`config.mk`:
```
export PLATFORM = sky130hd
export DESIGN_NAME = alu_issue_stage
export DESIGN_NICKNAME = d
export VERILOG_FILES = /design/src/rtl/alu_pkg.sv /design/src/rtl/alu_issue_stage_decode.sv /design/src/rtl/alu_issue_stage.sv
export SDC_FILE = /design/constraint.sdc
export NUM_CORES = 1
export LEC_CHECK = 0
export CAP_MARGIN = 20
export CORE_ASPECT_RATIO = 0.75
export CORE_MARGIN = 8
export CORE_UTILIZATION = 49
export CTS_BUF_LIST = sky130_fd_sc_hd__clkbuf_2 sky130_fd_sc_hd__clkbuf_4 sky130_fd_sc_hd__clkbuf_8
export DETAILED_ROUTE_END_ITERATION = 10
export PLACE_DENSITY = 0.92
export SLEW_MARGIN = 30
export SYNTH_ARGS = -nofsm -noshare
export SYNTH_HDL_FRONTEND = slang
export SYNTH_SLANG_ARGS = --single-unit
export TNS_END_PERCENT = 100
```
`constraint.sdc`:
```
create_clock -name clk -period 3.6 [get_ports clk]
set_input_delay 0.9 -clock clk [delete_from_list [all_inputs] [get_ports clk]]
set_output_delay 0.9 -clock clk [all_outputs]
set_load 0.01 [all_outputs]
```
`src/rtl/alu_pkg.sv`:
```
// Shared ALU encodings, MIPS opcode/funct constants and the issue slot bundle
// used by the ALU issue stage and its decoder.
package alu_pkg;

    localparam int ALU_W = 32;

    typedef enum logic [2:0] {
        ALU_AND = 3'b000,
        ALU_OR  = 3'b001,
        ALU_XOR = 3'b010,
        ALU_NOR = 3'b011,
        ALU_ADD = 3'b100,
        ALU_SUB = 3'b101,
        ALU_SLT = 3'b110,
        ALU_SLL = 3'b111
    } alu_op_e;

    localparam logic [5:0] OPC_RTYPE = 6'b000000;
    localparam logic [5:0] OPC_BEQ   = 6'b000100;
    localparam logic [5:0] OPC_ADDI  = 6'b001000;
    localparam logic [5:0] OPC_ADDIU = 6'b001001;
    localparam logic [5:0] OPC_SLTI  = 6'b001010;
    localparam logic [5:0] OPC_ANDI  = 6'b001100;
    localparam logic [5:0] OPC_ORI   = 6'b001101;
    localparam logic [5:0] OPC_XORI  = 6'b001110;
    localparam logic [5:0] OPC_LUI   = 6'b001111;
    localparam logic [5:0] OPC_LW    = 6'b100011;
    localparam logic [5:0] OPC_SW    = 6'b101011;

    localparam logic [5:0] FN_SLL  = 6'b000000;
    localparam logic [5:0] FN_ADD  = 6'b100000;
    localparam logic [5:0] FN_ADDU = 6'b100001;
    localparam logic [5:0] FN_SUB  = 6'b100010;
    localparam logic [5:0] FN_SUBU = 6'b100011;
    localparam logic [5:0] FN_AND  = 6'b100100;
    localparam logic [5:0] FN_OR   = 6'b100101;
    localparam logic [5:0] FN_XOR  = 6'b100110;
    localparam logic [5:0] FN_NOR  = 6'b100111;
    localparam logic [5:0] FN_SLT  = 6'b101010;

    typedef enum logic [1:0] {
        A_RS,
        A_SHAMT,
        A_SIXTEEN,
        A_ZERO
    } a_sel_e;

    typedef enum logic [1:0] {
        B_RT,
        B_IMM,
        B_ZERO
    } b_sel_e;

    typedef enum logic {
        EXT_ZERO,
        EXT_SIGN
    } ext_e;

    typedef enum logic [1:0] {
        DST_RD,
        DST_RT,
        DST_NONE
    } dst_sel_e;

    typedef struct packed {
        alu_op_e          op;
        logic [ALU_W-1:0] a;
        logic [ALU_W-1:0] b;
        logic [4:0]       dest;
        logic             wr_en;
        logic             illegal;
    } slot_t;

    function automatic logic [ALU_W-1:0] ext_imm(input logic [15:0] imm,
                                                  input ext_e ext);
        if (ext == EXT_SIGN) begin
            return {{(ALU_W-16){imm[15]}}, imm};
        end
        return {{(ALU_W-16){1'b0}}, imm};
    endfunction

endpackage

```
`src/rtl/alu_issue_stage_decode.sv`:
```
// Combinational MIPS decoder: opcode/funct to ALU op, operand selects,
// immediate extension, destination select and writeback enable.
module alu_decode
    import alu_pkg::*;
(
    input  logic [5:0] opcode_i,
    input  logic [5:0] funct_i,
    output alu_op_e    op_o,
    output a_sel_e     a_sel_o,
    output b_sel_e     b_sel_o,
    output ext_e       ext_o,
    output dst_sel_e   dst_sel_o,
    output logic       wr_en_o,
    output logic       illegal_o
);

    always_comb begin
        op_o      = ALU_ADD;
        a_sel_o   = A_ZERO;
        b_sel_o   = B_ZERO;
        ext_o     = EXT_ZERO;
        dst_sel_o = DST_NONE;
        wr_en_o   = 1'b0;
        illegal_o = 1'b1;

        unique case (opcode_i)
            OPC_RTYPE: begin
                a_sel_o   = A_RS;
                b_sel_o   = B_RT;
                dst_sel_o = DST_RD;
                wr_en_o   = 1'b1;
                illegal_o = 1'b0;
                unique case (funct_i)
                    FN_AND:          op_o = ALU_AND;
                    FN_OR:           op_o = ALU_OR;
                    FN_XOR:          op_o = ALU_XOR;
                    FN_NOR:          op_o = ALU_NOR;
                    FN_ADD, FN_ADDU: op_o = ALU_ADD;
                    FN_SUB, FN_SUBU: op_o = ALU_SUB;
                    FN_SLT:          op_o = ALU_SLT;
                    FN_SLL: begin
                        op_o    = ALU_SLL;
                        a_sel_o = A_SHAMT;
                    end
                    default: begin
                        op_o      = ALU_ADD;
                        a_sel_o   = A_ZERO;
                        b_sel_o   = B_ZERO;
                        dst_sel_o = DST_NONE;
                        wr_en_o   = 1'b0;
                        illegal_o = 1'b1;
                    end
                endcase
            end
            OPC_ADDI, OPC_ADDIU, OPC_LW, OPC_SW, OPC_SLTI: begin
                op_o      = (opcode_i == OPC_SLTI) ? ALU_SLT : ALU_ADD;
                a_sel_o   = A_RS;
                b_sel_o   = B_IMM;
                ext_o     = EXT_SIGN;
                dst_sel_o = DST_RT;
                wr_en_o   = (opcode_i != OPC_SW);
                illegal_o = 1'b0;
            end
            OPC_ANDI, OPC_ORI, OPC_XORI: begin
                unique case (opcode_i)
                    OPC_ANDI: op_o = ALU_AND;
                    OPC_ORI:  op_o = ALU_OR;
                    default:  op_o = ALU_XOR;
                endcase
                a_sel_o   = A_RS;
                b_sel_o   = B_IMM;
                dst_sel_o = DST_RT;
                wr_en_o   = 1'b1;
                illegal_o = 1'b0;
            end
            OPC_BEQ: begin
                op_o      = ALU_SUB;
                a_sel_o   = A_RS;
                b_sel_o   = B_RT;
                dst_sel_o = DST_RT;
                illegal_o = 1'b0;
            end
            OPC_LUI: begin
                // ALU shifts B left by A, so 16 in A places imm in the top half
                op_o      = ALU_SLL;
                a_sel_o   = A_SIXTEEN;
                b_sel_o   = B_IMM;
                dst_sel_o = DST_RT;
                wr_en_o   = 1'b1;
                illegal_o = 1'b0;
            end
            default: begin
                illegal_o = 1'b1;
            end
        endcase
    end

endmodule

```
`src/rtl/alu_issue_stage.sv`:
```
// ID/EX issue stage feeding the ALU through a two-entry skid buffer.
// Define ALU_ISSUE_FWD_EN to enable EX/MEM and MEM/WB operand forwarding.
module alu_issue_stage
    import alu_pkg::*;
#(
    parameter int WIDTH = ALU_W
) (
    input  logic             clk,
    input  logic             rst,
    input  logic             in_valid,
    output logic             in_ready,
    input  logic [5:0]       in_opcode,
    input  logic [5:0]       in_funct,
    input  logic [4:0]       in_rs,
    input  logic [4:0]       in_rt,
    input  logic [4:0]       in_rd,
    input  logic [4:0]       in_shamt,
    input  logic [15:0]      in_imm,
    input  logic [WIDTH-1:0] in_rs_val,
    input  logic [WIDTH-1:0] in_rt_val,
    input  logic             flush,
    input  logic             exm_wr,
    input  logic [4:0]       exm_dest,
    input  logic [WIDTH-1:0] exm_val,
    input  logic             mwb_wr,
    input  logic [4:0]       mwb_dest,
    input  logic [WIDTH-1:0] mwb_val,
    output logic             out_valid,
    input  logic             out_ready,
    output logic [2:0]       out_op,
    output logic [WIDTH-1:0] out_a,
    output logic [WIDTH-1:0] out_b,
    output logic [4:0]       out_dest,
    output logic             out_wr_en,
    output logic             out_illegal
);

    typedef enum logic [1:0] {
        S_EMPTY,
        S_FULL,
        S_SKID
    } state_e;

    alu_op_e  dec_op;
    a_sel_e   dec_a_sel;
    b_sel_e   dec_b_sel;
    ext_e     dec_ext;
    dst_sel_e dec_dst_sel;
    logic     dec_wr_en;
    logic     dec_illegal;

    logic [WIDTH-1:0] rs_val;
    logic [WIDTH-1:0] rt_val;
    slot_t            in_slot;

    state_e state_q, state_d;
    slot_t  out_q, out_d;
    slot_t  skid_q, skid_d;
    logic   in_ready_q;
    logic   accept;
    logic   consume;

    alu_decode u_decode (
        .opcode_i  (in_opcode),
        .funct_i   (in_funct),
        .op_o      (dec_op),
        .a_sel_o   (dec_a_sel),
        .b_sel_o   (dec_b_sel),
        .ext_o     (dec_ext),
        .dst_sel_o (dec_dst_sel),
        .wr_en_o   (dec_wr_en),
        .illegal_o (dec_illegal)
    );

`ifdef ALU_ISSUE_FWD_EN
    // Younger EX/MEM result wins over MEM/WB; r0 is never forwarded
    always_comb begin
        rs_val = in_rs_val;
        if (exm_wr && exm_dest == in_rs && in_rs != 5'd0) begin
            rs_val = exm_val;
        end else if (mwb_wr && mwb_dest == in_rs && in_rs != 5'd0) begin
            rs_val = mwb_val;
        end
    end

    always_comb begin
        rt_val = in_rt_val;
        if (exm_wr && exm_dest == in_rt && in_rt != 5'd0) begin
            rt_val = exm_val;
        end else if (mwb_wr && mwb_dest == in_rt && in_rt != 5'd0) begin
            rt_val = mwb_val;
        end
    end
`else
    logic unused_fwd;

    assign rs_val     = in_rs_val;
    assign rt_val     = in_rt_val;
    assign unused_fwd = ^{exm_wr, exm_dest, exm_val,
                          mwb_wr, mwb_dest, mwb_val};
`endif

    always_comb begin
        in_slot         = '0;
        in_slot.op      = dec_op;
        in_slot.illegal = dec_illegal;

        unique case (dec_a_sel)
            A_RS:      in_slot.a = rs_val;
            A_SHAMT:   in_slot.a = ALU_W'(in_shamt);
            A_SIXTEEN: in_slot.a = ALU_W'(16);
            default:   in_slot.a = '0;
        endcase

        unique case (dec_b_sel)
            B_RT:    in_slot.b = rt_val;
            B_IMM:   in_slot.b = ext_imm(in_imm, dec_ext);
            default: in_slot.b = '0;
        endcase

        unique case (dec_dst_sel)
            DST_RD:  in_slot.dest = in_rd;
            DST_RT:  in_slot.dest = in_rt;
            default: in_slot.dest = 5'd0;
        endcase

        in_slot.wr_en = dec_wr_en && (in_slot.dest != 5'd0);
    end

    assign out_valid = (state_q != S_EMPTY);
    assign in_ready  = in_ready_q;
    assign accept    = in_valid && in_ready_q;
    assign consume   = out_valid && out_ready;

    always_comb begin
        state_d = state_q;
        out_d   = out_q;
        skid_d  = skid_q;

        if (flush) begin
            state_d = S_EMPTY;
        end else begin
            unique case (state_q)
                S_EMPTY: begin
                    if (accept) begin
                        state_d = S_FULL;
                        out_d   = in_slot;
                    end
                end
                S_FULL: begin
                    if (accept && consume) begin
                        out_d = in_slot;
                    end else if (accept) begin
                        state_d = S_SKID;
                        skid_d  = in_slot;
                    end else if (consume) begin
                        state_d = S_EMPTY;
                    end
                end
                S_SKID: begin
                    if (consume) begin
                        state_d = S_FULL;
                        out_d   = skid_q;
                    end
                end
                default: begin
                    state_d = S_EMPTY;
                end
            endcase
        end
    end

    always_ff @(posedge clk) begin
        if (rst) begin
            state_q    <= S_EMPTY;
            out_q      <= '0;
            skid_q     <= '0;
            in_ready_q <= 1'b1;
        end else begin
            state_q    <= state_d;
            out_q      <= out_d;
            skid_q     <= skid_d;
            in_ready_q <= (state_d != S_SKID);
        end
    end

    assign out_op      = out_q.op;
    assign out_a       = out_q.a;
    assign out_b       = out_q.b;
    assign out_dest    = out_q.dest;
    assign out_wr_en   = out_q.wr_en;
    assign out_illegal = out_q.illegal;

endmodule

```
Yosys cells after proc, flatten, opt, wreduce, memory -nomap -nowiden
Cells that the tools add are included.
{"block": "totals", "regBits": 151, "out_inout_bits": 76}
{"block": "classes", "eq_ne": 30, "n_mux": 32, "bitwise": 2, "n_reduce_logical": 24}
{"operator": "2-to-1 mux 74 bit", "n": 3}
{"operator": "case mux 74 bit (3 select lines)", "n": 1}
{"operator": "case mux 32 bit (3 select lines)", "n": 1}
{"operator": "equality test 6 bit, second input constant", "n": 11}
{"operator": "2-to-1 mux 32 bit", "n": 2}
{"operator": "case mux 32 bit (2 select lines)", "n": 1}
{"operator": "equality test 6 x 4 -> 1 bit, second input constant", "n": 7}
{"operator": "OR reduction 9 bit", "n": 3}
{"operator": "case mux 3 bit (7 select lines)", "n": 1}
{"operator": "OR reduction 10 bit", "n": 2}
{"operator": "case mux 2 bit (3 select lines)", "n": 3}
{"operator": "2-to-1 mux 2 bit", "n": 8}
{"operator": "case mux 3 bit (5 select lines)", "n": 1}
{"operator": "logical NOT 6 bit", "n": 2}
{"operator": "case mux 2 bit (2 select lines)", "n": 3}
{"operator": "case mux 5 bit (2 select lines)", "n": 1}
{"operator": "equality test 2 x 1 -> 1 bit, second input constant", "n": 4}
{"operator": "logical NOT 2 bit", "n": 4}
{"operator": "!= test 2 bit, second input constant", "n": 4}
{"operator": "equality test 6 x 3 -> 1 bit, second input constant", "n": 1}
{"operator": "!= test 6 bit, second input constant", "n": 1}
{"operator": "2-to-1 mux 1 bit", "n": 5}
{"operator": "AND reduction 5 bit", "n": 1}
{"operator": "nonzero test 5 bit", "n": 1}
{"operator": "other kinds (12)", "n": 17}

Logic depth before layout (Yosys ltp)
{"block": "depth", "word_depth": 10, "depth_mapped": 9}

Modules after synthesis
A second synthesis with hierarchy kept.
{"block": "hier_totals", "hier_cells": 881, "hier_area_um2": 7034.2}
{"module": "alu_issue_stage", "n_inst": 1, "cells_per_inst": 813, "area_each_um2": 6626.4, "seq_area_each_um2": 3022.9}
{"module": "alu_decode", "n_inst": 1, "cells_per_inst": 68, "area_each_um2": 407.9, "seq_area_each_um2": 0.0}

Worst setup path after synthesis
No wires, ideal clock.
{"block": "synth_path", "kind": "input port to flip-flop", "from": "input port in_opcode[3]", "to": "register out_q (netlist bit out_a[15])", "t_arrival_ps": 2555, "required_time_ps": 3526, "path_slack_ps": 971, "cell_stages": 8, "path_cell_list": "buf_6 nor3_4 nand3_4 or3b_4 a211oi_4 buf_6 a221oi_2 nor3_2"}
{"block": "synth_via", "elab_chain_cells": 7, "elab_cells_between_ends": 20, "cone_classes": "12 x eq/ne; 5 x mux; 3 x reduce/logical"}
{"element": "start, declared", "line_no": "alu_issue_stage.sv:12", "source": "input logic [5:0] in_opcode,"}
{"element": "equality test 6 x 4 -> 1 bit (tied with other cells)", "line_no": "alu_issue_stage_decode.sv:26", "source": "unique case (opcode_i)"}
{"element": "OR reduction 9 bit (no source line)"}
{"element": "case mux 2 bit (3 select lines) (*)", "line_no": "alu_issue_stage_decode.sv:26"}
{"element": "equality test 2 bit (tied with other cells)", "line_no": "alu_issue_stage.sv:108", "source": "unique case (dec_a_sel)"}
{"element": "case mux 32 bit (3 select lines) (*)", "line_no": "alu_issue_stage.sv:108"}
{"element": "2-to-1 mux 74 bit (on tied branches)", "line_no": "alu_issue_stage.sv:151, alu_issue_stage.sv:145"}
{"element": "case mux 74 bit (3 select lines) (*)", "line_no": "alu_issue_stage.sv:143", "source": "unique case (state_q)"}
{"element": "end signal, assigned", "line_no": "alu_issue_stage.sv:181", "source": "out_q <= out_d;"}
{"element": "end, declared", "line_no": "alu_issue_stage.sv:57", "source": "slot_t out_q, out_d;"}
Every way passes the cells marked *; elsewhere a longest branch is shown, timed or not. The select of a mux whose other input is x is not followed.
A chain may end at the register's enable or synchronous reset.

Worst setup path in the final report
{"block": "layout_path", "from": "input port in_opcode[3]", "to": "register skid_q[1] in the netlist's numbering"}
{"block": "layout_via", "elab_chain_cells": 7, "elab_cells_between_ends": 22, "cone_classes": "12 x eq/ne; 3 x mux; 7 x reduce/logical"}
{"element": "equality test 6 x 4 -> 1 bit (tied with other cells)", "line_no": "alu_issue_stage_decode.sv:26"}
{"element": "OR reduction 10 bit (no source line)"}
{"element": "case mux 2 bit (2 select lines)", "line_no": "alu_issue_stage_decode.sv:26"}
{"element": "equality test 2 x 1 -> 1 bit / logical NOT 2 bit (equally long branches)", "line_no": "alu_issue_stage.sv:121", "source": "unique case (dec_dst_sel)"}
{"element": "case mux 5 bit (2 select lines)", "line_no": "alu_issue_stage.sv:121"}
{"element": "nonzero test 5 bit", "line_no": "alu_issue_stage.sv:127", "source": "in_slot.wr_en = dec_wr_en && (in_slot.dest != 5'd0);"}
{"element": "logical AND 1 bit (*)", "line_no": "alu_issue_stage.sv:127"}
{"element": "end signal, assigned", "line_no": "alu_issue_stage.sv:182", "source": "skid_q <= skid_d;"}
{"element": "end, declared", "line_no": "alu_issue_stage.sv:58", "source": "slot_t skid_q, skid_d;"}
Every way passes the cells marked *; elsewhere a longest branch is shown, timed or not.

==> metrics.txt <==
Leakage=0.003147 µW; largest net degree at the start of global routing=97; Final WS setup=0.7011 ns; GRT Residual Overflow=0; final slew viol count=0; TritonCTS Sinks=about 150; peak supply drop=0.0002304 V; Post-Route WL=21140 µm; Setup-failing EPs final=0; post-cts sizing count=0; Port Buf Inserts=approximately 190; CORE AREA=13800 µm²; drt wl/cell=18.43 µm; die width=153.4 µm; Reg area=3023 µm²; CTS tree=built; buffer depth of the longest clock path=2; vias in the first global route=between 6000 and 7000; Tot Pwr=3621 µW; initial antenna violation count=0; pre-CTS setup slack=between 0.3 and 0.4 ns; Yosys warnings=0; Post-Synthesis Cell Area=6940 µm²; Final min period=2.899 ns; Residual DRC=0; Num CTS Buffers=17; critical path arrival=3.24 ns; Placer Congestion=0.8573; syn avg cell area=roughly 8.5 µm²; HP Class=flip-flop to flip-flop; n_diodes=0; Pre-antenna DRT Iters=5; Setup Crit Path Kind=primary input to flip-flop; ys flop type=dfxtp_1; RSZ-0062 raised after global routing=false; Die ar.=18270 µm²; FMAX=between 0.3 and 0.4 GHz; Synth area leaders=dfxtp_1 44%, nor2_1 6.5%, a21oi_1 5.9%, a221oi_2 4.3%, a211oi_1 4.1%; status=complete, no violations; EDFF count, synth=0; Max-slew headroom=about two fifths; Mapped Cells=816; total I/O pin count=269; Layout Cell Area excl Fill=9250 µm²; Req. time, crit path=approximately 3.9 ns; global-route wire length before repair=between 30000 and 40000 µm; Tot GR Track Use=between 20% and 30%; clk_lat worst skew=0.43 ns; max-cap violations=0; CP endpoint kind=flip-flop; die height=119.1 µm; num rows=37; Synth area leader=dfxtp_1; placed inst area=8853 µm²; Yosys cell types=60; Yosys reg bits=151; routed vias=6874; final hold vios=0; CTS H-tree lvls=4; sequential share of the synthesized area=43.56%; worst slew pin tran=~0.93 ns; TNS Setup=0 ns; Critical Path Start Type=primary input; Area Overhead vs Synth=33.28%; DR iter-0 viols=550; FFs w/ async S/R, synth=0%; post-DR vias/cell=5.993; worst clock skew=0.01391 ns; pwr/cell area=391.4 nW/µm²; Starting Density=50.31%; Final Cycle Share=80.52%; syn nets=around 1000; CTS Root Cell=clkbuf_8; share of the synthesized area in the top cell type=a little over two fifths; Final #Nets=1152; fraction of layout cells with a size suffix above 1=a little under an eighth; Antenna Nets Post-Route=0; hold_buf cts=0; Layout fillers=1096; Detailed Place HPWL=about 14000 µm; Clock Pin Slew Worst Setup and Hold Paths=0.09 ns; # Post-CTS Setup Buffers=0; crit path max fanout=12; footprint of the multi-input gates=3538 µm²
power breakdown:
part,internal (µW),switching (µW),total [µW]
logic,284,290,574
registers,1720,28.9,1750
clock network,579,720,1300
total,2580,1040,3620
Yosys cell counts, types with 16 or more instances:
master / count
dfxtp_1: 151
nor2_1: 120
a21oi_1: 82
nor3_1: 56
clkbuf_1: 54
nand2_1: 43
a211oi_1: 38
o21ai_0: 28
nand3_1: 24
a221oi_2: 20
a22oi_1: 20
nor3_2: 20
or3_1: 19
a221oi_1: 16
nor4_1: 16
cell type report:
cell class / count / share of cell area [%]
clock inverter: 15 / 1.704
clock buffer: 17 / 2.529
multi-input combinational: 581 / 38.25
timing repair buffer: 205 / 22.35
inverter: 3 / 0.1217
sequential: 151 / 32.68
tap: 175 / 2.367
logic make-up after synthesis:
| kind of cell | after synthesis | synth area share (%) |
|---|---|---|
| XOR/XNOR | 1 | 0.1262 |
| buffers and inverters | 84 | 6.075 |
| flip-flops | 151 | 43.56 |
| multiplexers | 1 | 0.1622 |
| AND/OR/NAND/NOR | 334 | 24.68 |
| AO/OA/AOI/OAI | 245 | 25.40 |
critical path, cell delays in order:
cell             delay [ns]
clkdlybuf4s50_1        0.59
nor3_4                 0.28
nand3_4                0.14
a21oi_1                0.74
o21ai_0                0.33
o31ai_1                0.25
sequential cells by signal, summed over array words and instances, names as in the netlist:
name / count
out_a: 32
in_ready: 1
out_dest: 5
skid_q: 74
out_wr_en: 1
out_op: 3
out_b: 32
state_q: 2
out_illegal: 1
per-stage QoR:
step	hold WS, ns	util, %	instances
2_1_floorplan	0.4320	-	816
3_3_place_gp	0.4388	64.18	1115
3_5_place_dp	0.4468	64.18	1115
4_1_cts	0.4592	67.01	1147
5_1_grt	0.4737	67.05	1147
6_report	0.4579	67.05	1147
worst paths after layout:
path                startpoint         to  slack, ns  depth (start not counted)
hold / removal       out_op[1]  out_op[1]       0.46                          2
hold reg to reg      out_op[1]  out_op[1]       0.46                          2
setup / recovery  in_opcode[3]  skid_q[1]       0.70                          6
setup reg to reg    state_q[1]  out_a[30]       1.45                          6
cell usage in the layout (no fill, tap or decap), drive strengths merged, types with 5 or more instances in the layout:
| cell type | count |
|---|---|
| a211oi | 39 |
| a21oi | 83 |
| a221o | 5 |
| a221oi | 36 |
| a22oi | 20 |
| a31oi | 10 |
| and2 | 10 |
| buf | 19 |
| clkbuf | 17 |
| clkdlybuf4s50 | 186 |
| dfxtp | 151 |
| inv | 12 |
| nand2 | 43 |
| nand2b | 5 |
| nand3 | 25 |
| nor2 | 122 |
| nor3 | 77 |
| nor4 | 16 |
| o211ai | 9 |
| o21ai | 28 |
| or3 | 20 |
routing by layer:
layer  track usage, %  share of wire (%)  vias to the layer above
li1                 -                  -                     3286
met1            29.25                 43                     3270
met2            36.29                 47                      305
met3            6.358                9.0                       13
met4            5.861               0.77                        0
met5                0                  0                        -
(Power assumes the default switching activity.)
